**src/rtl/gcd_issue_ctrl.sv**
```systemverilog
// Request FIFO plus issue/wait/respond sequencer in front of a GCD core, with a watchdog.
// Optional build macro GCD_ZERO_BYPASS_EN answers pairs containing a zero operand without using the core.
module gcd_issue_ctrl #(
    parameter int DATA_WIDTH     = 8,
    parameter int FIFO_DEPTH     = 4,
    parameter int TIMEOUT_CYCLES = 255
) (
    input  logic                          clk_i,
    input  logic                          reset_i,
    input  logic                          req_valid_i,
    output logic                          req_ready_o,
    input  logic [DATA_WIDTH-1:0]         req_a_i,
    input  logic [DATA_WIDTH-1:0]         req_b_i,
    output logic [DATA_WIDTH-1:0]         gcd_a_o,
    output logic [DATA_WIDTH-1:0]         gcd_b_o,
    output logic                          gcd_enable_o,
    input  logic                          gcd_done_i,
    input  logic [DATA_WIDTH-1:0]         gcd_result_i,
    output logic                          rsp_valid_o,
    input  logic                          rsp_ready_i,
    output logic [DATA_WIDTH-1:0]         rsp_data_o,
    output logic                          rsp_timeout_o,
    output logic [$clog2(FIFO_DEPTH):0]   fifo_count_o
);
    localparam int PTR_W = $clog2(FIFO_DEPTH);
    localparam int CNT_W = PTR_W + 1;
    localparam logic [CNT_W-1:0] DEPTH_VAL   = CNT_W'(FIFO_DEPTH);
    localparam logic [15:0]      TIMEOUT_VAL = 16'(TIMEOUT_CYCLES);

    localparam logic [1:0] ST_IDLE  = 2'd0;
    localparam logic [1:0] ST_ISSUE = 2'd1;
    localparam logic [1:0] ST_WAIT  = 2'd2;
    localparam logic [1:0] ST_RESP  = 2'd3;

    logic [2*DATA_WIDTH-1:0] fifo_mem [FIFO_DEPTH];
    logic [PTR_W-1:0]        wr_ptr_reg;
    logic [PTR_W-1:0]        rd_ptr_reg;
    logic [CNT_W-1:0]        count_reg;
    logic [1:0]              state_reg;
    logic [15:0]             wd_reg;
    logic [15:0]             wd_next;
    logic [DATA_WIDTH-1:0]   gcd_a_reg;
    logic [DATA_WIDTH-1:0]   gcd_b_reg;
    logic [DATA_WIDTH-1:0]   rsp_data_reg;
    logic                    rsp_timeout_reg;
    logic                    push;
    logic                    pop;
    logic                    fifo_empty;
    logic [DATA_WIDTH-1:0]   head_a;
    logic [DATA_WIDTH-1:0]   head_b;

    // Ready depends only on the registered count, so a same-cycle pop never frees a full FIFO.
    assign req_ready_o  = (count_reg != DEPTH_VAL);
    assign fifo_empty   = (count_reg == '0);
    assign push         = req_valid_i && req_ready_o;
    assign pop          = (state_reg == ST_IDLE) && !fifo_empty;
    assign head_a       = fifo_mem[rd_ptr_reg][2*DATA_WIDTH-1:DATA_WIDTH];
    assign head_b       = fifo_mem[rd_ptr_reg][DATA_WIDTH-1:0];
    assign wd_next      = wd_reg + 16'd1;

    assign gcd_a_o       = gcd_a_reg;
    assign gcd_b_o       = gcd_b_reg;
    assign gcd_enable_o  = (state_reg == ST_ISSUE);
    assign rsp_valid_o   = (state_reg == ST_RESP);
    assign rsp_data_o    = rsp_data_reg;
    assign rsp_timeout_o = rsp_timeout_reg;
    assign fifo_count_o  = count_reg;

    always_ff @(posedge clk_i) begin
        if (push) begin
            fifo_mem[wr_ptr_reg] <= {req_a_i, req_b_i};
        end
    end

    always_ff @(posedge clk_i) begin
        if (reset_i) begin
            wr_ptr_reg <= '0;
            rd_ptr_reg <= '0;
            count_reg  <= '0;
        end else begin
            if (push) begin
                wr_ptr_reg <= wr_ptr_reg + 1'b1;
            end
            if (pop) begin
                rd_ptr_reg <= rd_ptr_reg + 1'b1;
            end
            case ({push, pop})
                2'b10:   count_reg <= count_reg + 1'b1;
                2'b01:   count_reg <= count_reg - 1'b1;
                default: count_reg <= count_reg;
            endcase
        end
    end

    always_ff @(posedge clk_i) begin
        if (reset_i) begin
            state_reg       <= ST_IDLE;
            wd_reg          <= '0;
            gcd_a_reg       <= '0;
            gcd_b_reg       <= '0;
            rsp_data_reg    <= '0;
            rsp_timeout_reg <= 1'b0;
        end else begin
            case (state_reg)
                ST_IDLE: begin
                    if (!fifo_empty) begin
`ifdef GCD_ZERO_BYPASS_EN
                        if ((head_a == '0) || (head_b == '0)) begin
                            rsp_data_reg    <= head_a | head_b;
                            rsp_timeout_reg <= 1'b0;
                            state_reg       <= ST_RESP;
                        end else begin
                            gcd_a_reg <= head_a;
                            gcd_b_reg <= head_b;
                            state_reg <= ST_ISSUE;
                        end
`else
                        gcd_a_reg <= head_a;
                        gcd_b_reg <= head_b;
                        state_reg <= ST_ISSUE;
`endif
                    end
                end
                ST_ISSUE: begin
                    wd_reg    <= '0;
                    state_reg <= ST_WAIT;
                end
                ST_WAIT: begin
                    // A done arriving on the expiry cycle still delivers the real result.
                    if (gcd_done_i) begin
                        rsp_data_reg    <= gcd_result_i;
                        rsp_timeout_reg <= 1'b0;
                        state_reg       <= ST_RESP;
                    end else if (wd_next == TIMEOUT_VAL) begin
                        rsp_data_reg    <= '0;
                        rsp_timeout_reg <= 1'b1;
                        state_reg       <= ST_RESP;
                    end else begin
                        wd_reg <= wd_next;
                    end
                end
                ST_RESP: begin
                    if (rsp_ready_i) begin
                        state_reg <= ST_IDLE;
                    end
                end
                default: state_reg <= ST_IDLE;
            endcase
        end
    end
endmodule

```
**config.mk**
```make
export PLATFORM = sky130hd
export DESIGN_NAME = gcd_issue_ctrl
export DESIGN_NICKNAME = d
export VERILOG_FILES = /design/src/rtl/gcd_issue_ctrl.sv
export SDC_FILE = /design/constraint.sdc
export NUM_CORES = 1
export LEC_CHECK = 0
export ABC_AREA = 1
export CAP_MARGIN = 20
export CORE_MARGIN = 1.5
export CORE_UTILIZATION = 60
export DETAILED_ROUTE_END_ITERATION = 10
export HOLD_SLACK_MARGIN = 0.02
export PLACE_DENSITY_LB_ADDON = 0.3
export REMOVE_ABC_BUFFERS = 1
export SKIP_LAST_GASP = 1
export SLEW_MARGIN = 20
export SYNTH_ARGS = -nofsm -noshare
export SYNTH_HDL_FRONTEND = slang
export SYNTH_SLANG_ARGS = --single-unit
export TNS_END_PERCENT = 5
```
**constraint.sdc**
```tcl
create_clock -name clk_i -period 5.4 [get_ports clk_i]
set_clock_uncertainty 0.15 [all_clocks]
set_input_delay 1.35 -clock clk_i [delete_from_list [all_inputs] [get_ports clk_i]]
set_output_delay 1.35 -clock clk_i [all_outputs]
set_load 0.02 [all_outputs]
```
* Yosys cells after proc, flatten, opt, wreduce, memory -nomap -nowiden
Memories as Yosys holds them, arrays and structs flattened. A register that Yosys moved wholly into a read port is not among the register bits. Index checks and enable logic that the tools add are counted.
Storage, ports and cells: bits of input ports 29, memories 1, register bits 34, output and inout bits 31, RAM bits 64
Memory list:
- fifo_mem | words 4, bits a word 16, rd ports 1, clocked after Yosys merged registers in 1, write ports 1, line 35 | logic [2*DATA_WIDTH-1:0] fifo_mem [FIFO_DEPTH];
Operators by class: reductions and logical operators 12, eq/ne operators 12, add/sub/neg operators 5, mux-type cells 15, bitwise operators 1
Operators with widths (count):
- 16-bit two-way mux | 2
- 16-bit one-hot mux with 2 select lines | 1
- 16-bit by 1-bit adder with 16-bit output (second input constant) | 1
- 16-bit by 8-bit equality test with 1-bit output (second input constant) | 1
- 8-bit two-way mux | 2
- 2-bit two-way mux | 4
- 2-bit one-hot mux with 4 select lines | 1
- 2-bit equality test (second input constant) | 3
- 2-bit != test (second input constant) | 3
- 3-bit != test (second input constant) | 2
- 3-bit one-hot mux with 2 select lines | 1
- 3-bit AND reduction | 2
- 2-bit nonzero test | 3
- 2-bit by 1-bit adder with 2-bit output (second input constant) | 2
- 2-bit by 1-bit equality test with 1-bit output (second input constant) | 2
- 1-bit two-way mux | 4
- 2-bit AND reduction | 2
- 3-bit by 1-bit adder with 3-bit output (second input constant) | 1
- 3-bit logical NOT | 1
- 3-bit by 1-bit subtractor with 3-bit output (second input constant) | 1
- 1-bit logical AND | 2
- 2-bit logical NOT | 1
- 2-bit by 1-bit != test with 1-bit output (second input constant) | 1
- 1-bit logical NOT | 1
- 1-bit NOT | 1

* Logic depth before layout (Yosys ltp)
Gate-level depths: netlist (run 1).
word-level depth 5, gate-level depth with buffers 14

* Worst setup path after synthesis (run 1)
Ideal clock, no wire load.
kind input to register, start point input req_valid_i, end point register count_reg[2] (netlist: fifo_count_o[2]), stages on the path 8, arrival 2.518 ns, setup time 0.122 ns, slack 2.610 ns, buffers on the path 0, path through nand2_1 ha_1 inv_1 fa_1 a21oi_1 o21ai_0 o21ai_0 a21oi_1
On the way: longest elaborated chain between the ends 3, elaborated cells between the ends (all ways) 5, classes of those cells 2 x eq/ne; 1 x mux; 2 x reduce/logical
Ends and longest elaborated chain:
- start: declaration | line 10 | input logic req_valid_i,
- 1-bit logical AND * | line 55 | assign push = req_valid_i && req_ready_o;
- 2-bit by 1-bit equality test with 1-bit output / 2-bit equality test (equally long branches) | line 87 | case ({push, pop})
- 3-bit one-hot mux with 2 select lines / 2-bit nonzero test (equally long branches)
- end signal: assignment | line 88 | 2'b10: count_reg <= count_reg + 1'b1;
- end signal: assignment | line 89 | 2'b01: count_reg <= count_reg - 1'b1;
- end signal: assignment | line 90 | default: count_reg <= count_reg;
- end: declaration | line 38 | logic [CNT_W-1:0] count_reg;
Every way passes the cells marked *; elsewhere a longest branch is shown, timed or not. A chain may end at the register's enable or synchronous reset.

* Worst setup path after layout (run 1)
start point register state_reg[1], end point output gcd_enable_o
On the way: longest elaborated chain between the ends 1
Ends and longest elaborated chain:
- start: declaration | line 39 | logic [1:0] state_reg;
- start signal: assignment | line 97 | state_reg <= ST_IDLE;
- start signal: assignment | line 120 | state_reg <= ST_ISSUE;
- start signal: assignment | line 126 | state_reg <= ST_WAIT;
- 2-bit by 1-bit equality test with 1-bit output | line 63 | assign gcd_enable_o = (state_reg == ST_ISSUE);
- end: declaration | line 16 | output logic gcd_enable_o,
No other way between the ends.

==> results of run 1 <==
-- cell usage after synthesis --
library cell	number	area (sq um)
nor2_1	105	394
nand2_1	73	274
edfxtp_1	64	1920
o21ai_0	56	280
dfxtp_1	50	1000
a21oi_1	39	195
inv_1	39	146
clkbuf_1	21	78.8
nand3_1	21	105
nand4_1	21	131
a31oi_1	16	100
ha_1	12	150
buf_2	3	15.0
nor2_2	3	18.8
clkinv_1	2	7.51
nand3_2	2	20.0
nor3_1	2	10.0
xnor2_1	2	17.5
xor2_1	2	17.5
a211oi_1	1	7.51
buf_1	1	3.75
buf_6	1	11.3
fa_1	1	20.0
nand3_4	1	17.5
nand3b_1	1	7.51
o21ai_1	1	5.00
o21bai_1	1	7.51
o22ai_1	1	6.26
o31ai_1	1	7.51
-- cell type report --
type	instances	area [sq um]	area share
Clock inverter	12	154	0.0247
Timing Repair Buffer	64	628	0.101
Sequential cell	114	2920	0.469
Clock buffer	20	455	0.0730
Tap cell	105	131	0.0211
Inverter	41	154	0.0247
Multi-Input combinational cell	362	1790	0.287
-- how the worst max path moves through the flow --
stage	start	slack [ns]	to
final	state_reg[1]$_SDFFE_PP0P_	2.18	gcd_enable_o
after global routing	state_reg[1]$_SDFFE_PP0P_	2.09	gcd_enable_o
after CTS	state_reg[1]$_SDFFE_PP0P_	2.15	gcd_enable_o
after detailed placement	req_valid_i	1.97	fifo_mem[2][4]$_DFFE_PP_
after global placement	req_valid_i	2.05	fifo_count_o[2]$_SDFFE_PP0P_
after floorplan	req_valid_i	2.61	fifo_count_o[2]$_SDFFE_PP0P_
-- power breakdown --
part | internal [uW] | leakage (uW) | switching, uW
Sequential | 1050 | 0.000996 | 104
Clock | 739 | 0.000293 | 405
Combinational | 277 | 0.000907 | 532
-- metal layers --
layer | vias to the layer above | wire, um
met4 | 0 | 144
met1 | 1942 | 5010
met5 | - | 0
met3 | 14 | 741
li1 | 1983 | -
met2 | 166 | 5940
-- cells in the final DEF, fill, tap and decap left out, types with 3 or more instances in the layout --
cell type	count
clkbuf_8	4
nand3_1	21
clkdlybuf4s50_1	59
edfxtp_1	64
buf_4	5
bufinv_16	3
nor2_2	3
ha_1	12
clkinv_2	3
a31oi_1	16
a21oi_1	39
o21ai_0	56
nor2_1	105
dfxtp_1	49
clkinvlp_4	3
nand4_1	21
nand2_1	73
inv_1	39
clkbuf_16	16
-- logic make-up after synthesis --
group           after synthesis  synth area share
simple gates                229             0.197
buf+inv                      67            0.0528
fa+ha+maj                    13            0.0342
xor+xnor                      4           0.00704
flops                       114             0.587
compound gates              116             0.122
-- tightest hold or removal path: cells and delay by family (launching register included) --
family | cells | cell delay, ns
and+or+nand+nor | 1 | 0.06
AOI/OAI and AO/OA | 1 | 0.05
DFF | 1 | 0.32
-- per-stage QoR --
| stage | worst slack [ns] | instance area (sq um) | util | total power, uW | hold WS, ns |
|---|---|---|---|---|---|
| after detailed placement | 1.97 | 5630 | 0.692 | 1950 | 0.305 |
| after global routing | 2.09 | 6240 | 0.767 | 3260 | 0.345 |
| final | 2.18 | 6240 | 0.767 | 3100 | 0.330 |
| after global placement | 2.05 | 5630 | 0.692 | 1920 | 0.298 |
| after CTS | 2.15 | 6240 | 0.767 | 3110 | 0.326 |
| after floorplan | 2.61 | 4870 | - | 1630 | 0.297 |
==> impl_metrics.ini, run 1 <==
[die]
fp.coreArea_sq_um = 8130
die_width_um = 94.1
fp-row-count = 33
fp.dieH_um = 94.1
die_area_sq_um = 8850
io_pins = 60
start_util = 0.612

[worst_setup_path]
timing.rr.start = state_reg[0]$_SDFFE_PP0P_
worstPathArrival_ns = 1.72
path_max_fanout = 4
required_ns = 3.90
end_kind = primary output
worstPathCellList = inv_1, ha_1, clkdlybuf4s50_1
cp_top_family = buffers and inverters
path_class = reg2out
ff2ff_setup_slack_ns = 2.45
start_kind = flop
r2r-end = fifo_count_o[2]$_SDFFE_PP0P_
cpMaxStageDelayCell = clkdlybuf4s50_1
crit_buf_inv = 2
critPathMaxStageDelay_ns = 0.53
reg2reg_depth = 11
crit_cells = 3

[cts]
cts_sinks = 114
cts_root_buf = clkbuf_8
cts_made_buffers = 17
cts_resized = 0
postCtsSetupBuffers = 0
h-tree-depth = 4
clk_pin_slew_ns = 0.06
clk_path_buf_depth = 2
tritoncts = done
clk_latency_ns = 0.52
postCtsHoldBufs = 0

[global_routing]
grt_pass1_vias = 3977
grt_antenna_before_repair = 0
gr-usage-met1 = 0.374
grt_use_total = 0.291
grt_pass1_wl_um = 19300
grt_max_degree = 35
met3_usage = 0.0906
overflow = 0
met2_usage = 0.468
grt_busiest_layer = met2

[power_and_ir_drop]
p_leak_uw = 0.00220
irDropWorstVdd_v = 0.000314
cellPowerDensity_nw_per_um2 = 498

[outcome]
outcome = completed

[yosys]
syn_inst = 543
syn_avg_cell_area_sq_um = 9.17
yosysWarnings = 0
synth.distinct_cells = 29
yosysSeqAreaShare = 0.587
synth_seq_cells = 114
netlist_area_sq_um = 4980

[timing]
slew_viol_final = 0
max_slew_margin = 0.355
clock.fmax_mhz = 311
min_period_ns = 3.22
hold_viol_final = 0
worstMarginPinSlew_ns = 0.967
post-route-period-util = 0.596
setup_violations = 0
rsz0062_at_grt = no
setup_tns_ns = 0

[worst_hold_path]
whs_path_depth = 2
hold_end = wd_reg[15]$_SDFFE_PP0P_
hold_path_class = reg2reg
min_from = wd_reg[15]$_SDFFE_PP0P_

[routing]
viasPerCell = 5.72
detail-route-antenna-nets = 0
wl_per_cell_um = 16.5
drc_errors = 0
drt_iter0_drc = 341
finalWirelength_um = 11800
firstDrtPassIters = 5
vias = 4105

[placed_design]
hpwlAfterDp_um = 7090
dp.cells = 686
routabilityCongestion = 0.884
io_buffers = 59

[layout]
fillCellCount = 501
n_antenna_cell = 0
drive_gt1_frac = 0.0718
finalNetCount = 642
final_cells = 718
syn_to_final_growth_pct = 25.3
largest_reg_flops = 64

[flow_run]
cap_violations = 0
Note: power is estimated with default switching activity, not from simulation.
==> inputs of run 2 (changes only) <==
CORE_UTILIZATION = 55   (was 60)
clock period = 3.1 ns   (was 5.4 ns; I/O delays follow)
==> run 2 against run 1 <==
Combinational power increased by 89%. Clock-buffer cell count decreased by 1. Sequential power increased by 67%. Critical path type unchanged.
==> impl_metrics.ini, run 2 (synthesis results as in run 1) <==
[global_routing]
grt_use_total = 0.254
grt_max_degree = 35
grt_pass1_wl_um = 19000
overflow = 0
grt_antenna_before_repair = 0
grt_pass1_vias = 4055

[worst_setup_path]
end_kind = primary output
path_max_fanout = 4
path_class = reg2out
start_kind = flop
required_ns = 2.17
worstPathArrival_ns = 1.69

[layout]
largest_reg_flops = 64
final_core_util = 0.718
final_common_cell = nor2_1
finalNetCount = 649
finalInstanceArea_sq_um = 6290
final_cell_mix = nor2_1, nand2_1, edfxtp_1, clkdlybuf4s50_1, o21ai_0
syn_to_final_growth_pct = 26.4
fillCellCount = 622
n_antenna_cell = 0
drive_gt1_frac = 0.0790

[cts]
cts_made_buffers = 17
cts_sinks = 114
tritoncts = done
cts_root_buf = clkbuf_8
cts_resized = 0
clk_latency_ns = 0.52
clk_path_buf_depth = 2
h-tree-depth = 4
clk_pin_slew_ns = 0.06
postCtsSetupBuffers = 0
postCtsHoldBufs = 0

[die]
fp.dieH_um = 98.1
fp-row-count = 34
io_pins = 60
fp.coreArea_sq_um = 8760
die_width_um = 98.1
start_util = 0.568
die_area_sq_um = 9630

[routing]
wl_per_cell_um = 15.9
detail-route-antenna-nets = 0
route.met3.wl_um = 826
drc_errors = 0
viasPerCell = 5.61
wl_met1_um = 4520
topRoutingLayerUsed = met4
wl_met2_um = 6030
drt_iter0_drc = 286
vias = 4084
finalWirelength_um = 11600
firstDrtPassIters = 8

[timing]
worstMarginPinSlew_ns = 0.900
slew_viol_final = 0
max_slew_margin = 0.400
setup_tns_ns = 0
rsz0062_at_grt = no
clock.fmax_mhz = 382
setup_violations = 0
min_period_ns = 2.62
post-route-period-util = 0.844
hold_viol_final = 0

[outcome]
outcome = completed

[placed_design]
hpwlAfterDp_um = 6980
io_buffers = 59
routabilityCongestion = 0.887
placed_area_sq_um = 5690

[flow_run]
cap_violations = 0

[power_and_ir_drop]
p_leak_uw = 0.00222
cellPowerDensity_nw_per_um2 = 860
irDropWorstVdd_v = 0.000480

[worst_hold_path]
hold_path_class = reg2reg
run 2: cell types whose count changed in the layout (fill, tap and decap cells not counted):
| cell | previous run | this run |
|---|---|---|
| clkbuf_8 | 4 | 2 |
| clkinv_2 | 3 | 0 |
| inv_6 | 1 | 5 |
| dfxtp_2 | 1 | 0 |
| dfxtp_1 | 49 | 50 |
| clkbuf_1 | 0 | 1 |
| buf_4 | 5 | 12 |
run 2: cell type report:
cell class,instances,area [sq um],area share
Clock buffer,19,432,0.0686
Clock inverter,13,174,0.0276
Inverter,41,154,0.0245
Multi-Input combinational cell,362,1790,0.285
Sequential cell,114,2920,0.465
Tap cell,108,135,0.0215
Timing Repair Buffer,71,681,0.108
run 2: final timing paths:
kind	from	to	slack [ns]	depth (start not counted)
worst max-delay path	fifo_count_o[0]$_SDFFE_PP0P_	req_ready_o	0.48	3
worst min-delay path	rsp_timeout_o$_SDFFE_PP0P_	rsp_timeout_o$_SDFFE_PP0P_	0.33	2
worst max register to register	wd_reg[1]$_SDFFE_PP0P_	wd_reg[13]$_SDFFE_PP0P_	0.51	13
worst min register to register	rsp_timeout_o$_SDFFE_PP0P_	rsp_timeout_o$_SDFFE_PP0P_	0.33	2
run 2: critical path, cell delays in order, from the launching register on:
cell             delay [ns]
dfxtp_1                0.36
inv_1                  0.10
nand3_1                0.10
clkdlybuf4s50_1        0.61
run 2: metrics by stage:
| step | instances | power (uW) | hold slack [ns] | worst slack (ns) |
|---|---|---|---|---|
| after floorplan | 517 | 2840 | 0.297 | 0.580 |
| after global placement | 696 | 3370 | 0.299 | 0.408 |
| after detailed placement | 696 | 3430 | 0.311 | 0.303 |
| after CTS | 728 | 5430 | 0.332 | 0.451 |
| after global routing | 728 | 5670 | 0.357 | 0.295 |
| final | 728 | 5410 | 0.328 | 0.485 |
run 2: metal layers:
| layer | track usage | vias to the layer above |
|---|---|---|
| met5 | 0 | - |
| met3 | 0.0795 | 25 |
| li1 | - | 1985 |
| met4 | 0.103 | 0 |
| met1 | 0.284 | 1907 |
| met2 | 0.451 | 167 |
run 2: power by group:
| part | internal [uW] | total [uW] | switching [uW] |
|---|---|---|---|
| registers | 1820 | 1920 | 96.0 |
| logic | 514 | 1530 | 1010 |
| clock network | 1260 | 1970 | 708 |
| total | 3590 | 5410 | 1820 |
==> inputs of run 3 (changes only) <==
CORE_UTILIZATION = 50   (was 55)
clock period = 2.4 ns   (was 3.1 ns; I/O delays follow)
==> run 3 against run 2 <==
The run now ends with setup timing left. Power rose by 26%. Hold slack got worse by 0.0082 ns. Global-route usage fell by 1.6 points. Critical endpoint is now rsp_valid_o. Highest routed layer unchanged.
==> impl_metrics.ini, run 3 (synthesis results as in run 1) <==
[global_routing]
grt_max_degree = 34
overflow = 0
grt_antenna_before_repair = 0
grt_pass1_vias = 3900
grt_use_total = 0.238
grt_pass1_wl_um = 18800

[timing]
min_period_ns = 2.43
post-route-period-util = 1.01
slew_viol_final = 0
setup_slack_ns = -0.0348
setup_violations = 1
worstMarginPinSlew_ns = 0.930
max_slew_margin = 0.379
rsz0062_at_grt = yes
hold_viol_final = 0
whs_ns = 0.319
clock.fmax_mhz = 411

[cts]
clk_path_buf_depth = 2
cts_root_buf = clkbuf_8
cts_sinks = 114
clk_latency_ns = 0.52
h-tree-depth = 4
tritoncts = done
cts_made_buffers = 17
clk_pin_slew_ns = 0.06
postCtsHoldBufs = 0

[power_and_ir_drop]
cellPowerDensity_nw_per_um2 = 1070
irDropWorstVdd_v = 0.000739
p_leak_uw = 0.00226

[outcome]
violations = setup timing
outcome = finished with violations

[die]
start_util = 0.512
fp-row-count = 36
fp.dieH_um = 103
die_area_sq_um = 10600
die_width_um = 103
io_pins = 60
fp.coreArea_sq_um = 9730

[worst_setup_path]
worstPathCellList = ha_1, clkdlybuf4s50_1
path_max_fanout = 4
start_kind = flop
worstPathArrival_ns = 1.68
path_class = reg2out
critPathMaxStageDelay_ns = 0.60
end_kind = primary output
ff2ff_setup_slack_ns = 0.08
cpMaxStageDelayCell = clkdlybuf4s50_1
required_ns = 1.65

[worst_hold_path]
hold_path_class = reg2reg

[routing]
firstDrtPassIters = 6
drc_errors = 0
detail-route-antenna-nets = 0
drt_iter0_drc = 232
viasPerCell = 5.38
wl_per_cell_um = 15.6
vias = 4083
finalWirelength_um = 11800

[layout]
final_cells = 759
drive_gt1_frac = 0.0879
n_antenna_cell = 0
seqCellArea_sq_um = 2920
largest_reg_flops = 64
final_common_cell = nor2_1
finalNetCount = 655
fillCellCount = 779
syn_to_final_growth_pct = 28.1
multi_input_area_sq_um = 1790
final_cell_mix = nor2_1, nand2_1, edfxtp_1, clkdlybuf4s50_1, o21ai_0

[placed_design]
dp.cells = 727
routabilityCongestion = 0.909
hpwlAfterDp_um = 7240
io_buffers = 59

[flow_run]
cap_violations = 0
-- run 3: changes by cell type in the layout (fill, tap and decap cells not counted), moves of 2 or more --
cell | before | now
buf_12 | 0 | 5
bufinv_16 | 3 | 1
clkdlybuf4s50_1 | 59 | 57
clkinv_2 | 0 | 4
inv_6 | 5 | 1
-- run 3: where the power goes --
part | total (uW) | leakage (uW) | switching, uW | internal [uW]
clock network | 2330 | 0.000267 | 911 | 1420
logic | 2030 | 0.000993 | 1310 | 714
registers | 2470 | 0.000996 | 123 | 2350
-- run 3: critical path: cells and delay by family (launching register included) --
family	cells	cell delay [ns]
adders and majority gates	1	0.19
buffers and inverters	1	0.60
DFF	1	0.38
-- run 3: per-stage QoR --
stage               utilization  instance area, sq um  worst slack (ns)  power (uW)  TNS [ns]
global route              0.656                  6380            -0.142        7180     -1.54
floorplan                     -                  4870            -0.120        3660    -0.120
detailed placement        0.599                  5820           -0.0316        4520   -0.0316
CTS                       0.655                  6380           -0.0709        6870    -0.135
finish                    0.656                  6380           -0.0348        6830   -0.0348
global placement          0.599                  5820            0.0392        4460         0
-- run 3: final timing paths --
kind / from / endpoint / depth (start not counted)
worst min register to register: rsp_timeout_o$_SDFFE_PP0P_ / rsp_timeout_o$_SDFFE_PP0P_ / 2
worst max-delay path: state_reg[1]$_SDFFE_PP0P_ / rsp_valid_o / 2
worst max register to register: wd_reg[0]$_SDFFE_PP0P_ / wd_reg[13]$_SDFFE_PP0P_ / 11
worst min-delay path: rsp_timeout_o$_SDFFE_PP0P_ / rsp_timeout_o$_SDFFE_PP0P_ / 2
-- run 3: repair_timing --
action                                 CTS  global route
resized for setup                        1             1
setup endpoints to repair                3            28
pin swaps                                0             0
endpoints found under the hold margin    0             0
buffers inserted                         0             0
-- run 3: final cells by class --
cell class                      instances  area share
Timing Repair Buffer                   77       0.124
Multi-Input combinational cell        362       0.281
Sequential cell                       114       0.458
Clock buffer                           19      0.0692
Tap cell                              133      0.0261
Clock inverter                         13      0.0175
Inverter                               41      0.0241
-- run 3: layer usage --
metal / global-route usage / vias up / part of all wire
met5: 0 / - / 0
met4: 0.0988 / 0 / 0.018
met3: 0.0753 / 16 / 0.075
met2: 0.395 / 157 / 0.50
met1: 0.289 / 1911 / 0.40
li1: - / 1999 / -
==> variant: new RTL, flow settings as in run 3 <==
Build with the macro `GCD_ZERO_BYPASS_EN` defined.
--- a/src/rtl/gcd_issue_ctrl.sv
+++ b/src/rtl/gcd_issue_ctrl.sv
@@ -2,2 +2,4 @@
 // Optional build macro GCD_ZERO_BYPASS_EN answers pairs containing a zero operand without using the core.
+`define GCD_ZERO_BYPASS_EN
+
 module gcd_issue_ctrl #(
Check against the original RTL: not equivalent (a bounded check fails within 4 cycles, from zero or initial values and one cycle with reset_i high).
==> variant against run 3 <==
  * The run still ends with setup timing left
  * Sequential share of layout area down 2.7 points
  * Area after synthesis up 8.4%
  * Cell count up 9.5%
  * Largest cell class unchanged
  * Sequential cell count up 2
  * Total power up 14%
  * Largest power group is now the clock network
  * Setup slack worse by 33 ps
  * Design area up 7.7%
  * Wire length up 6.4%
  * First-iteration DRC count up 14%
==> variant: results (changes against run 3) <==
| Metric | Value |
|---|---|
| Status | finished, violations left |
| Failing checks | setup timing |
| Initial drt markers | 264 (+14%) |
| Fraction of met2 tracks used by global routing | 40.75% (+1.2 points) |
| Vias in the first global route | 4249 (+8.9%) |
| Dpl cell area | 6237 um^2 (+7.1%) |
| Arr. time, crit path | 1720 ps (+40 ps) |
| # diodes | 0 (unchanged) |
| Largest net degree at the start of global routing | 33 (-2.9%) |
| Root Buffer | clkbuf_8 |
| Number of I/O port buffers | 59 (unchanged) |
| Final RePlAce weighted congestion | 0.8561 (-5.8%) |
| Final worst slack | -68.00 ps (-33.20 ps) |
| Layout cells sized above 1 | 13.96% (+5.2 points) |
| Global Route Usage Sum | 23.29% (-0.52 points) |
| R2r setup slk | 80 ps (about the same) |
| R2r startpoint | wd_reg[0] |
| Global-route wire length before repair | 20.33 mm (+8.0%) |
| Post-synth cell types | 36 (+24%) |
| Met3 usage | 5.289% (-2.2 points) |
| Final setup fails | 1 (unchanged) |
| Synth area leader | edfxtp_1 |
| VDD IR-drop max | 0.6950 mV (-6.0%) |
| Cells on worst reg2reg path | 13 (+2) |
| Leak pwr | 0.002573 uW (+14%) |
| Vias | 4373 (+7.1%) |
| Setup WS pre-CTS | 3.091 ps (+34.68 ps) |
| RR Endpoint | rsp_data_o[1] |
| Commonest cells post-synth | nand2_1 (164), edfxtp_1 (64), dfxtp_1 (52) |
| Post-layout nets | 723 (+10%) |
| Area contributors post-synth | edfxtp_1 (36%), dfxtp_1 (19%), nand2_1 (11%) |
| Worst Tran Pin Value | 412.9 ps (-516.8 ps) |
| Seq/Total Area, Yosys | 54.89% (-3.8 points) |
| Clock Tree Buf Depth | 2 (unchanged) |
| Final HPWL DP | 8.230 mm (+14%) |
| GR Util met1 | 28.19% (-0.73 points) |
| Hold Slack | 312.4 ps (-7.093 ps) |
| Hold Crit Start | rd_ptr_reg[1] |
| Hold Path Class | reg2reg |
| Clk Latency, worst-skew pair | 510 ps |
| Routed len/inst | 15.15 um (-2.8%) |
==> variant: cells by family after synthesis <==
family | share of synthesized area, %
AND/OR/NAND/NOR | 26.43
flip-flops | 54.89
AO/OA/AOI/OAI | 9.064
buffers and inverters | 6.212
adder cells (fa/ha/maj) | 2.921
XOR/XNOR | 0.4869
==> variant: worst max-delay path by stage <==
stage / from / end / slack, ps / depth (start not counted)
floorplan: register / gcd_a_o[0] / -300 / 11
global placement: req_valid_i / fifo_count_o[2] / 40 / 9
detailed placement: req_valid_i / fifo_count_o[2] / 3 / 9
CTS: state_reg[1] / gcd_enable_o / -80 / 3
global route: wd_reg[0] / rsp_data_o[0] / -140 / 15
finish: state_reg[1] / gcd_enable_o / -70 / 3
==> variant: where the power goes <==
group          switching (uW)  internal (uW)
clock                     938           1700
sequential                156           2390
combinational            1680            894
==> variant: cell type report <==
cell class              count  area, um^2
clock buffers              19       421.7
fillers                   821        3545
flip-flops and latches    116        2963
clock inverters            13       196.4
well taps                 136       170.2
multi-input cells         412        2105
inverters                  55       209.0
repair buffers             80       807.0
==> variant: worst max-delay path, stage by stage, from the launching register on <==
cell,delay (ps)
dfxtp_1,390
inv_1,90
ha_1,190
clkdlybuf4s50_1,540
==> variant: routing by layer <==
metal  share of wire [%]  up-vias
met2                  51      137
li1                    -     2175
met3                 5.6       20
met5                   0        -
met4                 1.5        0
met1                  42     2041
==> variant: through the flow <==
step	total power, uW	setup TNS [ps]	utilization (%)	std cells
finish	7761	-68.00	65.97	831
global route	8153	-1221	65.97	831
CTS	7728	-149.5	65.80	831
detailed placement	5070	0	59.88	799
global placement	5006	0	59.88	799
floorplan	4051	-5465	-	583
==> variant: what timing repair did <==
item	in CTS	in global routing
resized for setup	1	7
gates cloned	0	0
endpoints found under the setup margin	3	46
